**src/rtl/uart_frame_scheduler_pkg.sv**
```systemverilog
// Shared definitions for the UART frame scheduler: TX state encoding and default geometry.
package uart_frame_scheduler_pkg;

  typedef enum logic [1:0] {
    ST_IDLE = 2'd0,
    ST_FIRE = 2'd1,
    ST_HOLD = 2'd2
  } tx_state_e;

  localparam int DEF_NREQ        = 4;
  localparam int DEF_DBITS       = 8;
  localparam int DEF_FRAME_BYTES = 18;
  localparam int DEF_HOLDOFF     = 1800;

  function automatic int frame_bits(input int bytes, input int dbits);
    return bytes * dbits;
  endfunction

endpackage

```
**src/rtl/uart_frame_scheduler_rr_arbiter.sv**
```systemverilog
// Stateless round-robin pick: first set request scanning upward from last+1, with wrap.
module rr_arbiter #(
  parameter int N = 4
) (
  input  logic [N-1:0]         req_i,
  input  logic [$clog2(N)-1:0] last_i,
  output logic [N-1:0]         win_o,
  output logic [$clog2(N)-1:0] win_idx_o
);

  logic                 found;
  logic [$clog2(N)-1:0] sel;
  int                   idx;

  always_comb begin
    win_o     = '0;
    win_idx_o = '0;
    found     = 1'b0;
    sel       = '0;
    idx       = 0;
    for (int k = 1; k <= N; k++) begin
      idx = (int'(last_i) + k) % N;
      sel = $clog2(N)'(idx);
      if (!found && req_i[sel]) begin
        found      = 1'b1;
        win_o[sel] = 1'b1;
        win_idx_o  = sel;
      end
    end
  end

endmodule

```
**src/rtl/uart_frame_scheduler.sv**
```systemverilog
// Shares one frame-based UART between NREQ requesters: round-robin TX with holdoff,
// and RX routing of each newly arrived frame by its first byte.
module uart_frame_scheduler
  import uart_frame_scheduler_pkg::*;
#(
  parameter int               NREQ           = DEF_NREQ,
  parameter int               DBITS          = DEF_DBITS,
  parameter int               FRAME_BYTES    = DEF_FRAME_BYTES,
  parameter int               HOLDOFF_CYCLES = DEF_HOLDOFF,
  parameter logic [DBITS-1:0] RX_ID_BASE     = 'h41
) (
  input  logic                                clk,
  input  logic                                reset,
  input  logic [NREQ-1:0]                     req,
  input  logic [NREQ*FRAME_BYTES*DBITS-1:0]   req_frame,
  output logic [NREQ-1:0]                     gnt,
  output logic                                busy,
  output logic                                tx_trigger,
  output logic [FRAME_BYTES*DBITS-1:0]        tx_in,
  input  logic                                rx_empty,
  input  logic [FRAME_BYTES*DBITS-1:0]        rx_out,
  output logic [NREQ-1:0]                     rx_valid,
  output logic [FRAME_BYTES*DBITS-1:0]        rx_frame,
  output logic                                rx_drop,
  output logic [1:0]                          dbg_state
);

  localparam int FB = frame_bits(FRAME_BYTES, DBITS);
  localparam int IW = $clog2(NREQ);
  localparam int CW = $clog2(HOLDOFF_CYCLES);

  tx_state_e       state_q;
  logic [NREQ-1:0] gnt_q;
  logic            trig_q;
  logic            busy_q;
  logic [FB-1:0]   tx_in_q;
  logic [IW-1:0]   rr_last_q;
  logic [CW-1:0]   cnt_q;

  logic [NREQ-1:0] win;
  logic [IW-1:0]   win_idx;
  logic [FB-1:0]   win_frame;

  rr_arbiter #(.N(NREQ)) u_arb (
    .req_i     (req),
    .last_i    (rr_last_q),
    .win_o     (win),
    .win_idx_o (win_idx)
  );

  always_comb begin
    win_frame = '0;
    for (int i = 0; i < NREQ; i++) begin
      if (win[i]) win_frame = req_frame[i*FB +: FB];
    end
  end

  // Requests are only sampled in IDLE, so anything raised during FIRE/HOLD waits its turn.
  always_ff @(posedge clk) begin
    if (reset) begin
      state_q   <= ST_IDLE;
      gnt_q     <= '0;
      trig_q    <= 1'b0;
      busy_q    <= 1'b0;
      tx_in_q   <= '0;
      rr_last_q <= IW'(NREQ - 1);
      cnt_q     <= '0;
    end else begin
      gnt_q  <= '0;
      trig_q <= 1'b0;
      case (state_q)
        ST_IDLE: begin
          if (|req) begin
            gnt_q     <= win;
            tx_in_q   <= win_frame;
            rr_last_q <= win_idx;
            busy_q    <= 1'b1;
            state_q   <= ST_FIRE;
          end
        end
        ST_FIRE: begin
          trig_q  <= 1'b1;
          cnt_q   <= CW'(HOLDOFF_CYCLES - 1);
          state_q <= ST_HOLD;
        end
        ST_HOLD: begin
          if (cnt_q == '0) begin
            busy_q  <= 1'b0;
            state_q <= ST_IDLE;
          end else begin
            cnt_q <= cnt_q - 1'b1;
          end
        end
        default: begin
          busy_q  <= 1'b0;
          state_q <= ST_IDLE;
        end
      endcase
    end
  end

  logic             rx_empty_q;
  logic [NREQ-1:0]  rx_valid_q;
  logic             rx_drop_q;
  logic [FB-1:0]    rx_frame_q;
  logic             new_frame;
  logic [DBITS-1:0] rx_id;
  logic [NREQ-1:0]  rx_valid_d;
  logic             rx_drop_d;

  // Only a 1->0 edge on rx_empty marks a fresh frame; back-to-back refills are invisible.
  assign new_frame = rx_empty_q & ~rx_empty;
  assign rx_id     = rx_out[DBITS-1:0] - RX_ID_BASE;

  always_comb begin
    rx_valid_d = '0;
    for (int i = 0; i < NREQ; i++) begin
      rx_valid_d[i] = new_frame && (rx_id == DBITS'(i));
    end
    rx_drop_d = new_frame && !(rx_id < DBITS'(NREQ));
  end

  always_ff @(posedge clk) begin
    if (reset) begin
      rx_empty_q <= 1'b1;
      rx_valid_q <= '0;
      rx_drop_q  <= 1'b0;
      rx_frame_q <= '0;
    end else begin
      rx_empty_q <= rx_empty;
      rx_valid_q <= rx_valid_d;
      rx_drop_q  <= rx_drop_d;
      if (new_frame) rx_frame_q <= rx_out;
    end
  end

  assign gnt        = gnt_q;
  assign busy       = busy_q;
  assign tx_trigger = trig_q;
  assign tx_in      = tx_in_q;
  assign rx_valid   = rx_valid_q;
  assign rx_drop    = rx_drop_q;
  assign rx_frame   = rx_frame_q;
  assign dbg_state  = state_q;

endmodule
```
**config.mk**
```make
export PLATFORM = sky130hd
export DESIGN_NAME = uart_frame_scheduler
export DESIGN_NICKNAME = d
export VERILOG_FILES = /design/src/rtl/uart_frame_scheduler_pkg.sv /design/src/rtl/uart_frame_scheduler_rr_arbiter.sv /design/src/rtl/uart_frame_scheduler.sv
export SDC_FILE = /design/constraint.sdc
export NUM_CORES = 1
export LEC_CHECK = 0
export CORE_AREA = 5 5 396 398
export DETAILED_ROUTE_END_ITERATION = 12
export DIE_AREA = 0 0 401 403
export PLACE_DENSITY = 0.3
export SLEW_MARGIN = 20
export SYNTH_ARGS = -nofsm -noshare
export SYNTH_HDL_FRONTEND = slang
export SYNTH_SLANG_ARGS = --single-unit
```
**constraint.sdc**
```tcl
create_clock -name clk -period 7 [get_ports clk]
set_input_delay 1.05 -clock clk [delete_from_list [all_inputs] [get_ports clk]]
set_output_delay 1.05 -clock clk [all_outputs]
set_load 0.03 [all_outputs]
```
Word level (Yosys, flattened, before mapping)
Index checks and enable logic that the tools add are counted.
- register bits: 315
- latch bits: 0
- memory bits (writable): 0
- memory bits (read-only): 0
- output and inout bits: 301
- word-level logic and storage cells: 108
- memories: 0
- add/subtract/negate cells: 6
- multipliers: 0
- divide/modulo/power cells: 0
- magnitude comparators: 9
- equal/unequal tests: 8
- shift-type cells: 0
- mux-type cells: 40
- bitwise logic cells: 8
- reductions and logical operators: 26
- operators with widths (kind ; count):
    two-way mux 144 bit ; 4
    one-hot mux 11 bit (2 select lines) ; 1
    == test 8 x 2 -> 1 bit, second input constant ; 2
    two-way mux 4 bit ; 4
    two-way mux 1 bit ; 14
    logical AND 1 bit ; 12
    < comparator 2 x 3 -> 1 bit, second input constant ; 4
    two-way mux 2 bit ; 6
    OR 4 bit ; 3
    zero test 11 bit ; 1
    two-way mux 11 bit ; 1
    subtractor 11 x 1 -> 11 bit, second input constant ; 1
    binary-select mux 1 bit (select 2 bit) ; 4
    demux 1 bit (select 2 bit) ; 4
    == test 8 x 1 -> 1 bit, second input constant ; 1
    greater-or-equal comparator 2 x 1 -> 1 bit, second input constant ; 4
    zero test 8 bit ; 1
    < comparator 8 x 3 -> 1 bit, second input constant ; 1
    subtractor 8 x 7 -> 8 bit, second input constant ; 1
    inequality test 2 bit, second input constant ; 3
    one-hot mux 2 bit (3 select lines) ; 1
    AND reduction 2 bit ; 3
    adder 2 x 1 -> 2 bit, second input constant ; 2
    adder 2 bit, second input constant ; 2
    other kinds (11) ; 17

Logic depth before layout (Yosys ltp)
Gate-level depths: netlist of the first run.
- depth after elaboration: 17
- mapped depth: 15
- mapped depth without buffers: 8

Cells and area by module
From an unflattened synthesis of the first run, not the netlist that was laid out.
- cell total of the unflattened synthesis: 1959
- area total of the unflattened synthesis: 15172.1 um^2
- by module, submodules not included (module ; instances ; cells each ; area an instance (um^2)):
    uart_frame_scheduler ; 1 ; 1900 ; 14681.6
    rr_arbiter ; 1 ; 59 ; 490.5

Worst setup path before layout of the first run
OpenSTA, ideal clock, no wires.
- path type: input-to-reg
- start: input port req[1]
- end: register tx_in_q[109] (netlist: tx_in[109])
- arrival: 3.102 ns
- setup slack: 3.767 ns
- stages: 10
- path buffers: 4
- cells stage by stage: clkbuf_1 mux4_2 or2_4 a211o_1 buf_6 buf_6 buf_6 and3_1 a221oi_2 o32ai_1
- cells in the longest elaborated chain, start to end: 16
- ends and longest elaborated chain (what ; RTL line ; text):
    start: declaration ; uart_frame_scheduler.sv:14 ; input logic [NREQ-1:0] req,
    binary-select mux 1 bit (select 2 bit) ; uart_frame_scheduler_rr_arbiter.sv:24 ; if (!found && req_i[sel]) begin
    two-way mux 1 bit (implied by the code) ; uart_frame_scheduler_rr_arbiter.sv:24 ;
    two-way mux 1 bit ; uart_frame_scheduler_rr_arbiter.sv:24 ;
    zero test 1 bit ; uart_frame_scheduler_rr_arbiter.sv:24 ;
    logical AND 1 bit ; uart_frame_scheduler_rr_arbiter.sv:24 ;
    two-way mux 1 bit ; uart_frame_scheduler_rr_arbiter.sv:24 ;
    zero test 1 bit ; uart_frame_scheduler_rr_arbiter.sv:24 ;
    logical AND 1 bit ; uart_frame_scheduler_rr_arbiter.sv:24 ;
    two-way mux 1 bit ; uart_frame_scheduler_rr_arbiter.sv:24 ;
    zero test 1 bit ; uart_frame_scheduler_rr_arbiter.sv:24 ;
    logical AND 1 bit ; uart_frame_scheduler_rr_arbiter.sv:24 ;
    two-way mux 4 bit ; uart_frame_scheduler_rr_arbiter.sv:24 ;
    two-way mux 144 bit (4 in a row) ; uart_frame_scheduler.sv:54 ; if (win[i]) win_frame = req_frame[i*FB +: FB];
    end signal: assignment ; uart_frame_scheduler.sv:75 ; tx_in_q <= win_frame;
    end: declaration ; uart_frame_scheduler.sv:36 ; logic [FB-1:0] tx_in_q;
Several ways; a longest one is shown, not always the timed one. The select of a mux whose other input is x is not followed.
A chain may end at the register's enable or synchronous reset.

Worst setup path in the final report of the first run
- start: register rr_last_q[0]
- end: register tx_in_q[52] (netlist: tx_in[52])
- cells in the longest elaborated chain, start to end: 17
- ends and longest elaborated chain (what ; RTL line ; text):
    start: declaration ; uart_frame_scheduler.sv:37 ; logic [IW-1:0] rr_last_q;
    start signal: assignment ; uart_frame_scheduler.sv:66 ; rr_last_q <= IW'(NREQ - 1);
    start signal: assignment ; uart_frame_scheduler.sv:76 ; rr_last_q <= win_idx;
    parallel branches: the longest is 12 deep, another holds < comparator 2 x 3 -> 1 bit ; -- ;
    two-way mux 4 bit (*) ; uart_frame_scheduler_rr_arbiter.sv:24 ;
    two-way mux 144 bit (3 in a row) ; uart_frame_scheduler.sv:54 ;
    two-way mux 144 bit (*) ; uart_frame_scheduler.sv:54 ;
Every way passes the cells marked *. The select of a mux whose other input is x is not followed.

==> impl_metrics.py, run 1 <==
metrics = {
    "setup_path": {
        "r2r_cells": 9,
        "r2r-start": "rr_last_q[0]$_SDFFE_PP1P_",
        "required_ns": 7.48,
        "endpoint_kind": "flop",
        "path_class": "reg -> reg",
        "max_stage_delay_ns": 0.79,
        "cp_slowest_cell": "dfxtp_1",
        "reg2reg_to": "tx_in[52]$_SDFFE_PP0P_",
        "cp-start-kind": "flop",
        "cp_max_fo": 84,
        "cp_cell_sequence": "inv_1 > ha_1 > mux4_2 > nand2_1 > o21a_4 > nand2_8 > buf_12 > a221oi_1 > o32ai_1",
        "critical_path.top_delay_family": "compound AO/OA/AOI/OAI gates",
        "crit_arrival_ns": 5.23,
        "path_buf_inv": 2,
        "r2r_setup_slack_ns": 2.25,
    },
    "detailed_routing": {
        "drcViolationCount": 0,
        "first_pass_iters": 5,
        "via_count": 21100,
        "vias_per_cell": 4.11,
        "totalWireLength_um": 136000,
        "wire_per_inst_um": 26.4,
        "first_iter_violations": 1240,
        "drt.antenna.violating_nets": 0,
    },
    "floorplanning": {
        "die_x_um": 401,
        "die_h_um": 403,
        "start_util_pct": 11.1,
        "rows": 144,
        "dieArea_um2": 162000,
        "pin_count": 1028,
        "core-area_um2": 153000,
    },
    "grt": {
        "grt_pass1_vias": 21500,
        "antenna_found_initial": 55,
        "grt_max_degree": 134,
        "grt_usage_pct": 15.8,
        "grt_overflow_total": 0,
        "grt_pass1_wl_um": 183000,
    },
    "clocking": {
        "post_cts_buffers": 0,
        "post_cts_resized": 0,
        "ctsHoldBuffers": 0,
        "cts.sinks": 315,
        "cts_tree": "yes",
        "clk_latency_ns": 0.64,
        "cts_max_level": 2,
        "cts_buffer_depth": 3,
        "cts-root-buf": "clkbuf_16",
        "clkTransAtPathRegs_ns": 0.06,
        "numCtsBuffers": 50,
    },
    "status": {
        "status": "completed",
    },
    "synthesis": {
        "synth_edf_count": 0,
        "synth_area_um2": 16900,
        "async_flop_share_pct": 0,
        "syn-instance-count": 2154,
        "syn_avg_cell_area_um2": 7.86,
        "synth_nets": 2890,
        "synthDistinctLibCells": 57,
        "yosysSeqAreaShare_pct": 37.2,
        "yosys_warnings": 0,
        "ys_seq_elements": 315,
        "synthFlopType": "dfxtp_1",
    },
    "pwr": {
        "p_sw_share_pct": 48.5,
        "clkPwrFrac_pct": 21.6,
        "total_power_mw": 12.9,
        "internal-power_mw": 6.62,
        "ir_drop_v": 0.000308,
        "combinationalPowerShare_pct": 58.7,
        "leakage_nw": 10.7,
        "net-switching-power_mw": 6.24,
        "seq_power_share_pct": 19.7,
        "power_density_nw_per_um2": 414,
    },
    "sta": {
        "timing.setup.tns_ns": 0,
        "relSlewSlack_pct": 31.7,
        "tightest_slew_ns": 1.02,
        "fin_worst_hold_slack_ns": 0.449,
        "setup_viol": 0,
        "hold_viol": 0,
        "slew_viol_final": 0,
        "min_period_over_period_pct": 67.9,
        "fin_ws_ns": 2.25,
        "period_needed_ns": 4.75,
        "rsz0062_at_grt": "no",
        "finClkSkew_ns": 0.0304,
        "max_freq_mhz": 211,
    },
    "min_path": {
        "hp-start": "rx_frame[53]$_SDFFE_PP0P_",
        "hold_path_depth": 2,
        "worstHoldPathType": "reg -> reg",
        "hold_end": "rx_frame[53]$_SDFFE_PP0P_",
    },
    "place": {
        "place_area_um2": 29200,
        "post-place-cells": 5012,
        "dp_slack_ns": 2.10,
        "routabilityCongestion": 0.798,
        "io_buffers": 1027,
        "dpl.hpwl_um": 99900,
    },
    "cells_and_area": {
        "nets": 3756,
        "final_area_um2": 31100,
        "finish.utilization_pct": 20.3,
        "final_cells": 5133,
        "drive_gt1_share_pct": 6.79,
        "area_growth_pct": 83.5,
    },
    "run": {
        "maxCapViolCount": 0,
    },
}
==> cell usage in the layout, fill, tap and decap left out, drive strengths merged, types with 3 or more instances in the layout <==
cell type      netlist  final
nor3                 7      7
ha                   9      9
nand3b               4      4
clkinv               0     10
o211ai             145    145
clkdlybuf4s50        0   1026
and2                 4      4
inv                  7     10
o32ai              144    144
bufinv               0      4
nor2b                5      5
xor2                 4      4
mux2                 4      4
buf                 71     38
clkbuf             179     77
nand2              307    307
a221oi             146    146
nor2               303    303
xnor2                4      4
a21oi              296    296
diode                0     27
o21ai                6      6
nand2b               8      8
mux4                 3      3
and3               145    145
mux2i                3      3
dfxtp              315    315
a211oi               3      3
==> tightest hold or removal path, stage by stage, from the launching register on <==
cell,delay [ns]
dfxtp_1,0.30
nand2_1,0.05
a21oi_1,0.05
==> flip-flops by register name, indices dropped and copies added (netlist names) <==
| register | count |
|---|---|
| rx_frame | 144 |
| tx_in | 144 |
| cnt_q | 11 |
| gnt | 4 |
| rx_valid | 4 |
| dbg_state | 2 |
| rr_last_q | 2 |
| busy | 1 |
| rx_drop | 1 |
| rx_empty_q | 1 |
| tx_trigger | 1 |
==> cell usage after synthesis (2+ instances only) <==
cell	instances	share of area, %
dfxtp_1	315	37
nand2_1	305	6.8
nor2_1	303	6.7
a21oi_1	296	8.7
clkbuf_1	178	3.9
and3_1	145	5.4
o211ai_1	145	6.4
o32ai_1	144	7.4
a221oi_1	86	4.4
a221oi_2	60	5.3
buf_2	40	1.2
buf_1	14	0.31
buf_6	10	0.66
ha_1	9	0.66
nand2b_1	8	0.30
buf_4	7	0.31
inv_1	7	0.16
nor3_1	7	0.21
o21ai_0	6	0.18
nor2b_1	5	0.18
and2_1	4	0.15
mux2_2	4	0.27
nand3b_1	4	0.18
xnor2_1	4	0.21
xor2_1	4	0.21
a211oi_1	3	0.13
mux2i_1	3	0.18
mux4_2	3	0.40
a21boi_0	2	0.089
a22o_1	2	0.10
a31oi_1	2	0.074
nor4_1	2	0.074
or3_1	2	0.074
or4_1	2	0.089
==> metal layers <==
| layer | vias up | share of wire, % | routed length, µm | global-route usage [%] |
|---|---|---|---|---|
| li1 | 9814 | - | - | - |
| met5 | - | 0.20 | 274 | 0 |
| met2 | 786 | 48 | 65100 | 26.4 |
| met4 | 42 | 4.0 | 5440 | 6.39 |
| met1 | 10200 | 40 | 53800 | 18.2 |
| met3 | 199 | 8.2 | 11100 | 5.84 |
==> worst max-delay path by stage <==
stage	end	slack (ns)	depth (start not counted)	from
after global placement	tx_in[53]$_SDFFE_PP0P_	2.13	8	req[3]
after CTS	tx_in[82]$_SDFFE_PP0P_	2.38	9	rr_last_q[0]$_SDFFE_PP1P_
after global routing	tx_in[52]$_SDFFE_PP0P_	2.02	9	rr_last_q[0]$_SDFFE_PP1P_
after detailed placement	tx_in[82]$_SDFFE_PP0P_	2.10	8	req[1]
after floorplan	tx_in[109]$_SDFFE_PP0P_	3.77	10	req[1]
final	tx_in[52]$_SDFFE_PP0P_	2.25	9	rr_last_q[0]$_SDFFE_PP1P_
==> final cells by class <==
class,instances,area (µm²)
Inverter,7,26.3
Multi-Input combinational cell,1582,9610
Sequential cell,315,6310
Clock inverter,17,241
Clock buffer,77,1540
Antenna cell,27,67.6
Tap cell,2044,2560
Fill cell,17000,122000
Timing Repair Buffer,1064,10700
==> kinds of logic after synthesis <==
| family | Yosys count | synth area share, % |
|---|---|---|
| adder cells (fa/ha/maj) | 9 | 0.665 |
| flip-flops | 315 | 37.2 |
| AO/OA/AOI/OAI | 757 | 33.6 |
| XOR/XNOR | 8 | 0.414 |
| multiplexers | 10 | 0.842 |
| buffers and inverters | 257 | 6.61 |
| AND/OR/NAND/NOR | 798 | 20.6 |
==> power by group through the flow <==
stage          Combinational [mW]  Sequential (mW)  Clock, mW
6_report                     7.54             2.54       2.78
5_1_grt                      8.08             2.59       2.97
4_1_cts                      7.70             2.54       2.92
3_5_place_dp                 7.68             2.58          0
2_1_floorplan                3.73             3.22          0
3_3_place_gp                 7.72             2.57          0
Note: power is estimated with default switching activity, not from simulation.
==> run 2: changes to the inputs <==
CORE_AREA = 5 5 399 401   (was 5 5 396 398)
DIE_AREA = 0 0 404 406   (was 0 0 401 403)
clock period = 4.7 ns   (was 7 ns; I/O delays follow)
==> impl_metrics.py, run 2 (same netlist as run 1, synthesis figures left out) <==
metrics = {
    "pwr": {
        "combinationalPowerShare_pct": 61.4,
        "power_density_nw_per_um2": 617,
        "leakage_nw": 10.8,
        "clkPwrFrac_pct": 19.2,
        "net-switching-power_mw": 9.39,
        "ir_drop_v": 0.000381,
        "seq_power_share_pct": 19.4,
        "internal-power_mw": 9.88,
        "p_sw_share_pct": 48.7,
    },
    "floorplanning": {
        "die_x_um": 404,
        "start_util_pct": 10.9,
        "rows": 145,
        "core-area_um2": 155000,
        "die_h_um": 406,
        "dieArea_um2": 164000,
        "pin_count": 1028,
    },
    "clocking": {
        "cts_max_level": 2,
        "numCtsBuffers": 48,
        "cts-root-buf": "clkbuf_16",
        "ctsHoldBuffers": 0,
        "post_cts_buffers": 0,
        "clk_latency_ns": 0.62,
        "clkTransAtPathRegs_ns": 0.06,
        "cts_tree": "yes",
        "post_cts_resized": 0,
        "cts_buffer_depth": 3,
        "cts.sinks": 315,
    },
    "grt": {
        "grt_usage_pct": 15.6,
        "grt_max_degree": 116,
        "antenna_found_initial": 42,
        "grt_pass1_wl_um": 183000,
        "grt_overflow_total": 0,
        "grt_pass1_vias": 21400,
    },
    "min_path": {
        "hp-start": "rx_frame[26]$_SDFFE_PP0P_",
        "worstHoldPathType": "reg -> reg",
        "hold_path_depth": 2,
        "hold_end": "rx_frame[26]$_SDFFE_PP0P_",
    },
    "setup_path": {
        "reg2reg_to": "tx_in[38]$_SDFFE_PP0P_",
        "crit_arrival_ns": 3.93,
        "r2r-start": "rr_last_q[1]$_SDFFE_PP1P_",
        "cp_max_fo": 69,
        "endpoint_kind": "flop",
        "cp-start-kind": "flop",
        "cp_cell_sequence": "inv_1 > ha_1 > mux4_2 > or2_4 > a211o_4 > buf_12 > and3_1 > a221oi_1 > o32ai_1",
        "r2r_setup_slack_ns": 1.24,
        "max_stage_delay_ns": 0.51,
        "required_ns": 5.17,
        "r2r_cells": 9,
        "cp_slowest_cell": "mux4_2",
        "path_buf_inv": 2,
        "path_class": "reg -> reg",
        "critical_path.top_delay_family": "compound AO/OA/AOI/OAI gates",
    },
    "detailed_routing": {
        "first_pass_iters": 7,
        "drt.antenna.violating_nets": 0,
        "vias_per_cell": 4.10,
        "totalWireLength_um": 136000,
        "first_iter_violations": 1215,
        "drcViolationCount": 0,
        "via_count": 21200,
        "wire_per_inst_um": 26.3,
    },
    "place": {
        "io_buffers": 1027,
        "routabilityCongestion": 0.830,
        "post-place-cells": 5063,
        "dpl.hpwl_um": 102000,
    },
    "sta": {
        "min_period_over_period_pct": 73.6,
        "max_freq_mhz": 289,
        "finClkSkew_ns": 0.0215,
        "relSlewSlack_pct": 41.7,
        "setup_viol": 0,
        "timing.setup.tns_ns": 0,
        "tightest_slew_ns": 0.873,
        "rsz0062_at_grt": "no",
        "slew_viol_final": 0,
        "period_needed_ns": 3.46,
        "hold_viol": 0,
    },
    "cells_and_area": {
        "nets": 3791,
        "area_growth_pct": 84.4,
        "layout_common_cells": "1026 x clkdlybuf4s50_1, 315 x dfxtp_1, 305 x nand2_1, 303 x nor2_1, 296 x a21oi_1",
        "layout_commonest_cell": "clkdlybuf4s50_1",
        "final_cells": 5162,
        "drive_gt1_share_pct": 7.28,
    },
    "run": {
        "maxCapViolCount": 0,
    },
    "status": {
        "status": "completed",
    },
}
run 2: power groups by stage:
stage | logic, mW | registers [mW] | clock network, mW
floorplan | 5.56 | 4.79 | 0
global placement | 12.1 | 3.80 | 0
detailed placement | 12.0 | 3.80 | 0
CTS | 12.1 | 3.75 | 3.91
global route | 12.6 | 3.82 | 3.98
finish | 11.8 | 3.74 | 3.69
run 2: area by class of cell:
type,count,area (µm²)
Fill cell,17400,124000
Timing Repair Buffer,1101,11200
Multi-Input combinational cell,1582,9610
Sequential cell,315,6310
Tap cell,2058,2570
Clock buffer,79,1440
Clock inverter,6,85.1
Antenna cell,14,35.0
Inverter,7,26.3
run 2: routing by layer:
metal | global-route usage, % | part of all wire, % | vias to the layer above
met1 | 18.8 | 41 | 10400
met2 | 27.5 | 50 | 765
met4 | 2.95 | 1.8 | 36
met5 | 0 | 0.19 | -
met3 | 4.78 | 7.4 | 148
li1 | - | - | 9843
run 2: how the worst max path moves through the flow:
stage / cells past startpoint / end / from / slack (ns)
after floorplan: 15 / tx_in[0]$_SDFFE_PP0P_ / rr_last_q[0]$_SDFFE_PP1P_ / 1.53
after global placement: 9 / tx_in[103]$_SDFFE_PP0P_ / req[1] / 0.74
after detailed placement: 9 / tx_in[102]$_SDFFE_PP0P_ / req[1] / 0.73
after CTS: 10 / tx_in[91]$_SDFFE_PP0P_ / rr_last_q[1]$_SDFFE_PP1P_ / 1.29
after global routing: 9 / tx_in[38]$_SDFFE_PP0P_ / rr_last_q[1]$_SDFFE_PP1P_ / 1.03
final: 9 / tx_in[38]$_SDFFE_PP0P_ / rr_last_q[1]$_SDFFE_PP1P_ / 1.24
run 2: worst min-delay path: cells and delay by family (launching register included):
kind | cells | cell delay [ns]
DFF | 1 | 0.30
AOI/OAI and AO/OA | 1 | 0.05
and+or+nand+nor | 1 | 0.05
run 2: stage by stage:
step / power (mW) / hold slack [ns] / setup slack (ns) / utilization, % / instance area, µm²
after global routing: 20.4 / 0.466 / 1.03 / 20.1 / 31200
after global placement: 15.9 / 0.443 / 0.745 / 19.1 / 29700
final: 19.3 / 0.452 / 1.24 / 20.1 / 31200
after detailed placement: 15.8 / 0.446 / 0.730 / 19.1 / 29700
after floorplan: 10.3 / 0.468 / 1.53 / - / 16900
after CTS: 19.7 / 0.454 / 1.29 / 20.1 / 31200
==> run 3: changes to the inputs <==
CORE_AREA = 5 5 398 400   (was 5 5 399 401)
DIE_AREA = 0 0 403 405   (was 0 0 404 406)
clock period = 3 ns   (was 4.7 ns; I/O delays follow)
==> impl_metrics.py, run 3 (same netlist as run 1, synthesis figures left out) <==
metrics = {
    "setup_path": {
        "crit_arrival_ns": 3.38,
        "endpoint_kind": "flop",
        "path_class": "reg -> reg",
        "cp-start-kind": "flop",
        "cp_max_fo": 43,
        "r2r_cells": 9,
        "r2r_setup_slack_ns": 0.13,
        "r2r-start": "rr_last_q[0]$_SDFFE_PP1P_",
        "startpoint": "rr_last_q[0]$_SDFFE_PP1P_",
        "required_ns": 3.51,
        "reg2reg_to": "tx_in[23]$_SDFFE_PP0P_",
    },
    "sta": {
        "fin_worst_hold_slack_ns": 0.224,
        "rsz0062_at_grt": "no",
        "tightest_slew_ns": 0.661,
        "slew_viol_final": 0,
        "hold_viol": 0,
        "relSlewSlack_pct": 55.8,
        "max_freq_mhz": 349,
        "fin_ws_ns": 0.131,
        "period_needed_ns": 2.87,
        "finClkSkew_ns": 0.0265,
        "setup_viol": 0,
        "min_period_over_period_pct": 95.6,
    },
    "cells_and_area": {
        "area_growth_pct": 95.3,
        "final_cells": 5306,
        "final_area_um2": 33100,
        "nets": 3926,
        "drive_gt1_share_pct": 12.2,
        "layout_common_cells": "1026 x clkdlybuf4s50_1, 314 x dfxtp_1, 305 x nand2_1, 303 x nor2_1, 296 x a21oi_1",
        "layout_commonest_cell": "clkdlybuf4s50_1",
    },
    "min_path": {
        "worstHoldPathType": "in -> reg",
        "hp-start": "reset",
        "hold_end": "rx_frame[19]$_SDFFE_PP0P_",
        "hold_path_depth": 2,
    },
    "detailed_routing": {
        "totalWireLength_um": 136000,
        "vias_per_cell": 4.02,
        "first_iter_violations": 1101,
        "drcViolationCount": 0,
        "drt.antenna.violating_nets": 0,
        "first_pass_iters": 5,
        "via_count": 21300,
        "wire_per_inst_um": 25.6,
    },
    "clocking": {
        "cts_tree": "yes",
        "clk_latency_ns": 0.64,
        "cts_max_level": 2,
        "ctsHoldBuffers": 0,
        "cts_buffer_depth": 3,
        "numCtsBuffers": 50,
        "clkTransAtPathRegs_ns": 0.06,
        "cts-root-buf": "clkbuf_16",
        "cts.sinks": 315,
    },
    "grt": {
        "grt_max_degree": 63,
        "grt_usage_pct": 15.7,
        "grt_pass1_wl_um": 184000,
        "grt_overflow_total": 0,
        "antenna_found_initial": 38,
        "grt_pass1_vias": 21900,
    },
    "pwr": {
        "ir_drop_v": 0.000414,
        "power_density_nw_per_um2": 1000,
        "leakage_nw": 11.8,
        "total_power_mw": 33.2,
    },
    "place": {
        "dp_slack_ns": -0.531,
        "dpl.hpwl_um": 108000,
        "place_area_um2": 31100,
        "io_buffers": 1027,
        "post-place-cells": 5194,
        "routabilityCongestion": 0.826,
    },
    "floorplanning": {
        "rows": 145,
        "start_util_pct": 10.9,
        "pin_count": 1028,
        "die_x_um": 403,
        "die_h_um": 405,
        "dieArea_um2": 163000,
        "core-area_um2": 155000,
    },
    "status": {
        "status": "completed",
    },
    "run": {
        "maxCapViolCount": 0,
    },
}
run 3: changes by cell type in the layout (fill, tap and decap cells not counted), moves of 2 or more:
cell       before  now
a221oi_1       86   69
a221oi_2       60   76
buf_12         26   63
buf_4          48  142
buf_6           0    2
bufinv_16       1    5
clkbuf_1       19    9
clkbuf_16      48   50
clkinv_16       0    2
clkinv_2        2   12
diode_2        14   17
run 3: cell type report:
class | instances | area (µm²)
Inverter | 7 | 26.3
Clock inverter | 23 | 315
Sequential cell | 315 | 6310
Clock buffer | 70 | 1440
Timing Repair Buffer | 1234 | 12600
Antenna cell | 17 | 42.5
Fill cell | 17200 | 122000
Tap cell | 2058 | 2570
Multi-Input combinational cell | 1582 | 9740
run 3: worst max path at each step:
stage                                        end  slack (ns)  cells past startpoint
after floorplan            tx_in[0]$_SDFFE_PP0P_        0.04                     15
after global routing      tx_in[76]$_SDFFE_PP0P_       0.005                     10
final                     tx_in[23]$_SDFFE_PP0P_        0.13                      9
after CTS                 tx_in[13]$_SDFFE_PP0P_       0.008                     10
after global placement    tx_in[44]$_SDFFE_PP0P_       -0.53                     10
after detailed placement  tx_in[44]$_SDFFE_PP0P_       -0.53                     10
run 3: metrics by stage:
stage,utilization (%),TNS [ns]
6_report,21.3,0
5_1_grt,21.3,0
4_1_cts,21.2,0
3_5_place_dp,20.1,-49.57
3_3_place_gp,20.1,-47.31
2_1_floorplan,-,0
run 3: layer usage:
layer | vias to the layer above | routed length, µm | GRT usage [%]
li1 | 10100 | - | -
met1 | 10300 | 56100 | 19.1
met2 | 755 | 67700 | 27.6
met3 | 150 | 9540 | 4.57
met4 | 32 | 2460 | 3.10
met5 | - | 223 | 0
run 3: worst max-delay path, cell delays in order (launching register included):
cell      delay, ns
dfxtp_2        0.32
buf_4          0.17
mux4_2         0.53
or2_4          0.28
a211o_4        0.35
buf_6          0.20
buf_12         0.18
and3_1         0.25
a221oi_2       0.27
o32ai_1        0.11
run 3: repair_timing:
item                                    4_1_cts  5_1_grt
setup buffers                                 0        2
endpoints found under the setup margin       72       51
pin swaps                                     1        1
endpoints found under the hold margin         0        0
gates resized for setup                       8       14
run 3: power by group:
group / switching, mW / leakage, nW / internal, mW
clock: 2.57 / 0.865 / 3.80
sequential: 0.652 / 2.60 / 5.18
combinational: 12.0 / 8.33 / 9.05
